--- config.mk ---
export PLATFORM = sky130hd
export DESIGN_NAME = compare_pipe
export DESIGN_NICKNAME = d
export VERILOG_FILES = /design/src/rtl/compare_pipe.sv
export SDC_FILE = /design/constraint.sdc
export NUM_CORES = 1
export LEC_CHECK = 0
export BUFFER_PORTS_ARGS = -buffer_cell sky130_fd_sc_hd__buf_2
export CAP_MARGIN = 20
export CORE_MARGIN = 5
export CORE_UTILIZATION = 59
export CTS_BUF_LIST = sky130_fd_sc_hd__clkbuf_4 sky130_fd_sc_hd__clkbuf_8
export DETAILED_ROUTE_END_ITERATION = 6
export PLACE_DENSITY = 0.89
export SLEW_MARGIN = 10
export SYNTH_ARGS = -nofsm -noshare
export SYNTH_HDL_FRONTEND = slang
export SYNTH_SLANG_ARGS = --single-unit
export TNS_END_PERCENT = 5
--- constraint.sdc ---
create_clock -name clk -period 4.45 [get_ports clk]
set_input_delay 0.2225 -clock clk [delete_from_list [all_inputs] [get_ports clk]]
set_output_delay 0.2225 -clock clk [all_outputs]
set_load 0.02 [all_outputs]
--- src/rtl/compare_pipe.sv ---
// Two-stage valid/ready branch/set-condition comparator: stage 1 registers A-B flags, stage 2 the result.
// Optional build macro CMP_UNSIGNED_EN makes function code 011 a legal unsigned less-than (LTU).
module compare_pipe #(
  parameter int WIDTH     = 32,
  parameter int TAG_WIDTH = 5
) (
  input  logic                 clk,
  input  logic                 rst_n,
  input  logic                 in_valid,
  output logic                 in_ready,
  input  logic [WIDTH-1:0]     a_i,
  input  logic [WIDTH-1:0]     b_i,
  input  logic [2:0]           ft_i,
  input  logic [TAG_WIDTH-1:0] tag_i,
  output logic                 out_valid,
  input  logic                 out_ready,
  output logic                 s_o,
  output logic [TAG_WIDTH-1:0] tag_o,
  output logic                 err_o,
  input  logic                 err_clr
);

  localparam logic [2:0] FT_NEQ = 3'b000;
  localparam logic [2:0] FT_EQ  = 3'b001;
  localparam logic [2:0] FT_LT  = 3'b010;
  localparam logic [2:0] FT_LTU = 3'b011;
  localparam logic [2:0] FT_GEZ = 3'b100;
  localparam logic [2:0] FT_LEZ = 3'b110;
  localparam logic [2:0] FT_GTZ = 3'b111;

  logic [WIDTH-1:0]     diff;
  logic                 z_next, n_next, v_next;
  logic                 s1_valid_reg, z_reg, n_reg, v_reg;
  logic [2:0]           ft1_reg;
  logic [TAG_WIDTH-1:0] tag1_reg;
  logic                 s2_valid_reg, s_reg, err_reg;
  logic [TAG_WIDTH-1:0] tag2_reg;
  logic                 adv1, adv2;
  logic                 lt, s_next, illegal;
`ifdef CMP_UNSIGNED_EN
  logic                 c_next, c_reg;
`endif

  assign diff   = a_i - b_i;
  assign z_next = (diff == '0);
  assign n_next = diff[WIDTH-1];
  // Signed overflow: operands of opposite sign and the result sign differs from A.
  assign v_next = (a_i[WIDTH-1] != b_i[WIDTH-1]) & (diff[WIDTH-1] != a_i[WIDTH-1]);
`ifdef CMP_UNSIGNED_EN
  assign c_next = (a_i < b_i);
`endif

  assign adv2     = ~s2_valid_reg | out_ready;
  assign adv1     = ~s1_valid_reg | adv2;
  assign in_ready = adv1;

  always_ff @(posedge clk or negedge rst_n) begin
    if (!rst_n) begin
      s1_valid_reg <= 1'b0;
      z_reg        <= 1'b0;
      n_reg        <= 1'b0;
      v_reg        <= 1'b0;
      ft1_reg      <= 3'b000;
      tag1_reg     <= '0;
`ifdef CMP_UNSIGNED_EN
      c_reg        <= 1'b0;
`endif
    end else if (adv1) begin
      s1_valid_reg <= in_valid;
      if (in_valid) begin
        z_reg    <= z_next;
        n_reg    <= n_next;
        v_reg    <= v_next;
        ft1_reg  <= ft_i;
        tag1_reg <= tag_i;
`ifdef CMP_UNSIGNED_EN
        c_reg    <= c_next;
`endif
      end
    end
  end

  always_comb begin
    lt      = n_reg ^ v_reg;
    s_next  = 1'b1;
    illegal = 1'b0;
    case (ft1_reg)
      FT_EQ:  s_next = z_reg;
      FT_NEQ: s_next = ~z_reg;
      FT_LT:  s_next = lt;
      FT_LEZ: s_next = lt | z_reg;
      FT_GEZ: s_next = ~lt;
      FT_GTZ: s_next = ~lt & ~z_reg;
`ifdef CMP_UNSIGNED_EN
      FT_LTU: s_next = c_reg;
`endif
      default: begin
        s_next  = 1'b1;
        illegal = 1'b1;
      end
    endcase
  end

  always_ff @(posedge clk or negedge rst_n) begin
    if (!rst_n) begin
      s2_valid_reg <= 1'b0;
      s_reg        <= 1'b0;
      tag2_reg     <= '0;
      err_reg      <= 1'b0;
    end else begin
      if (adv2) begin
        s2_valid_reg <= s1_valid_reg;
        if (s1_valid_reg) begin
          s_reg    <= s_next;
          tag2_reg <= tag1_reg;
        end
      end
      // Setting wins over a simultaneous clear so the offending result is never missed.
      if (adv2 && s1_valid_reg && illegal)
        err_reg <= 1'b1;
      else if (err_clr)
        err_reg <= 1'b0;
    end
  end

  assign out_valid = s2_valid_reg;
  assign s_o       = s_reg;
  assign tag_o     = tag2_reg;
  assign err_o     = err_reg;

endmodule

==> flow_metrics.env <==
export IMPL_initial_core_util_pct=59.7
export IMPL_ys_async_sr_fraction_pct=100
export IMPL_power_density_nw_per_um2=247
export IMPL_drc=0
export IMPL_root_buffer="clkbuf_8"
export IMPL_ant_nets=0
export IMPL_yosys_area_top_type_share_pct=16.6
export IMPL_maxCapViolCount=0
export IMPL_max_freq_mhz=318
export IMPL_critPathLaunch="a_i[0]"
export IMPL_num_rows=26
export IMPL_synth_top_cell_by_area="dfrtp_1"
export IMPL_leakage_nw=1.70
export IMPL_yosys_top_cells_area="dfrtp_1, ha_1, a21oi_1"
export IMPL_dr_pass1_iters=5
export IMPL_cts_max_level=1
export IMPL_worst_setup_path_type="in -> reg"
export IMPL_yosysSeqAreaShare_pct=16.6
export IMPL_die_w_um=81.4
export IMPL_synth_seq_cells=20
export IMPL_status="finished, final reports clean"
export IMPL_synthFlopType="dfrtp_1"
export IMPL_cts_buffer_depth=2
export IMPL_synthCells=395
export IMPL_drv_slew=0
export IMPL_routed_wl_mm=7.97
export IMPL_post_dp_hpwl_mm=6.70
export IMPL_cp_required_ns=4.61
export IMPL_cts_tree="built"
export IMPL_syn_area_per_cell_um2=7.61
export IMPL_hold_violations=0
export IMPL_timing_final_crit_share_pct=70.7
export IMPL_finalSetupViolCount=0
export IMPL_viasPerCell=5.91
export IMPL_n_antenna_cell=0
export IMPL_track_usage_pct=23.7
export IMPL_grt_pass1_wl_mm=13.0
export IMPL_synth_common_cells="nand2_1, inv_1, a21oi_1, ha_1, nor2_1"
export IMPL_grt_overflow_total=0
export IMPL_worstHoldStart="err_clr"
export IMPL_worstMarginPinSlew_ns=0.532
export IMPL_die_area_um2=6630
export IMPL_wl_per_cell_um=14.7
export IMPL_die_h_um=81.4
export IMPL_clock_latency_ns=0.25
export IMPL_ys_types=64
export IMPL_ff2ff_setup_slack_ns=1.37
export IMPL_grt_antenna_before_repair=0
export IMPL_hold_path_class="in -> reg"
export IMPL_cp_data_arrival_time_ns=3.31
export IMPL_path_clk_slew_ns=0.07
export IMPL_netlist_area_um2=3010
export IMPL_gp_routability_congestion=0.923
export IMPL_worstSetupStartpointType="input pin"
export IMPL_num_vias=3207
export IMPL_syn_to_final_growth_pct=17.0
export IMPL_relSlewSlack_pct=64.4
export IMPL_synth_warning_count=0
export IMPL_synth_edf_count=0
export IMPL_numCtsBuffers=3
export IMPL_clkSinkCount=20
export IMPL_grt_max_degree=21
export IMPL_drt_iter0_drc=227
export IMPL_fin_nets=583
export IMPL_tns_ns=0
export IMPL_io_pins=86
export IMPL_drive_gt1_share_pct=24.5
export IMPL_syn_nets=504
export IMPL_cts_resized=0
export IMPL_io_buffers=85
export IMPL_fin_skew_ns=0.00111
export IMPL_synthMostInstantiatedCell="nand2_1"
export IMPL_fin_crit_ns=3.15
export IMPL_end_kind="flop"
export IMPL_core_area_um2=5040
export IMPL_crit_fanout=5
export IMPL_rsz0062_at_grt="false"
export IMPL_final_util_pct=69.8
export IMPL_vdd_drop_max_mv=0.143
export IMPL_rr_startpoint="s1_valid_reg"
export IMPL_grt_pass1_vias=2959
[where the power goes]
group          internal (mW)  switching, mW  total (mW)
sequential             0.215         0.0207       0.235
clock                  0.120         0.0572       0.177
combinational          0.194          0.262       0.456
[worst paths after layout]
path / to / cells past startpoint
max in group asynchronous: z_reg / 2
worst min register to register: s_o / 2
min in group asynchronous: tag_o[1] / 2
worst max register to register: z_reg / 10
worst min-delay path: err_o / 2
worst max-delay path: z_reg / 14
[cell usage in the layout, fill, tap and decap left out, drive strengths merged, types with 6 or more instances in the layout]
| cell | n |
|---|---|
| nand2b | 8 |
| o31ai | 6 |
| nand3 | 12 |
| nor2 | 29 |
| inv | 38 |
| ha | 31 |
| a21oi | 38 |
| o211ai | 7 |
| buf | 85 |
| mux2 | 15 |
| nor4 | 6 |
| dfrtp | 20 |
| xnor2 | 10 |
| o21ai | 24 |
| a21o | 8 |
| nand2 | 42 |
| nor3 | 9 |
| nand4 | 12 |
[layer usage]
| layer | share of wire, % | track usage (%) | vias to the layer above |
|---|---|---|---|
| li1 | - | - | 1602 |
| met1 | 43 | 30.3 | 1471 |
| met2 | 49 | 43.6 | 122 |
| met3 | 6.3 | 1.33 | 12 |
| met4 | 1.7 | 5.07 | 0 |
| met5 | 0 | 0 | - |
[metrics by stage]
stage / cell area [um2] / hold WS (ns) / std cells / power, mW / setup WS (ns)
CTS: 3520 / 0.150 / 543 / 0.869 / 1.32
global route: 3520 / 0.164 / 543 / 0.928 / 1.12
floorplan: 3010 / -0.0731 / 395 / 0.566 / 1.37
finish: 3520 / 0.156 / 543 / 0.869 / 1.30
global placement: 3440 / 0.180 / 538 / 0.674 / 1.17
detailed placement: 3440 / 0.186 / 538 / 0.689 / 1.06
[critical path: stages]
cell	delay [ns]
buf_2	0.08
inv_1	0.04
ha_1	0.24
fa_1	0.47
nor2b_4	0.18
o31ai_4	0.09
a21oi_2	0.20
nor3_2	0.07
o211ai_1	0.26
mux2i_1	0.21
nand4_1	0.08
or4b_1	0.49
or4_1	0.48
o31ai_1	0.20
[cell families (layout without fill, tap and decap cells)]
group	Yosys count	in the layout	share of synthesized area, %
compound gates	117	117	26.5
buf+inv	50	128	7.53
mux	20	20	7.28
flops	20	20	16.6
simple gates	141	141	24.2
fa+ha+maj	32	32	13.6
xor+xnor	15	15	4.37
[layout make-up]
| class | count | area [um2] |
|---|---|---|
| repair buffers | 86 | 435 |
| flip-flops and latches | 20 | 500 |
| multi-input cells | 325 | 2280 |
| clock inverters | 1 | 30.0 |
| clock buffers | 3 | 41.3 |
| inverters | 38 | 143 |
| well taps | 70 | 87.6 |
| fillers | 413 | 1520 |
[timing repair]
action / in CTS / in global routing
hold buffers: 1 / 0
buffers inserted: 0 / 0
endpoints found under the hold margin: 20 / 0
No activity file was read; power rests on OpenSTA's default activity.
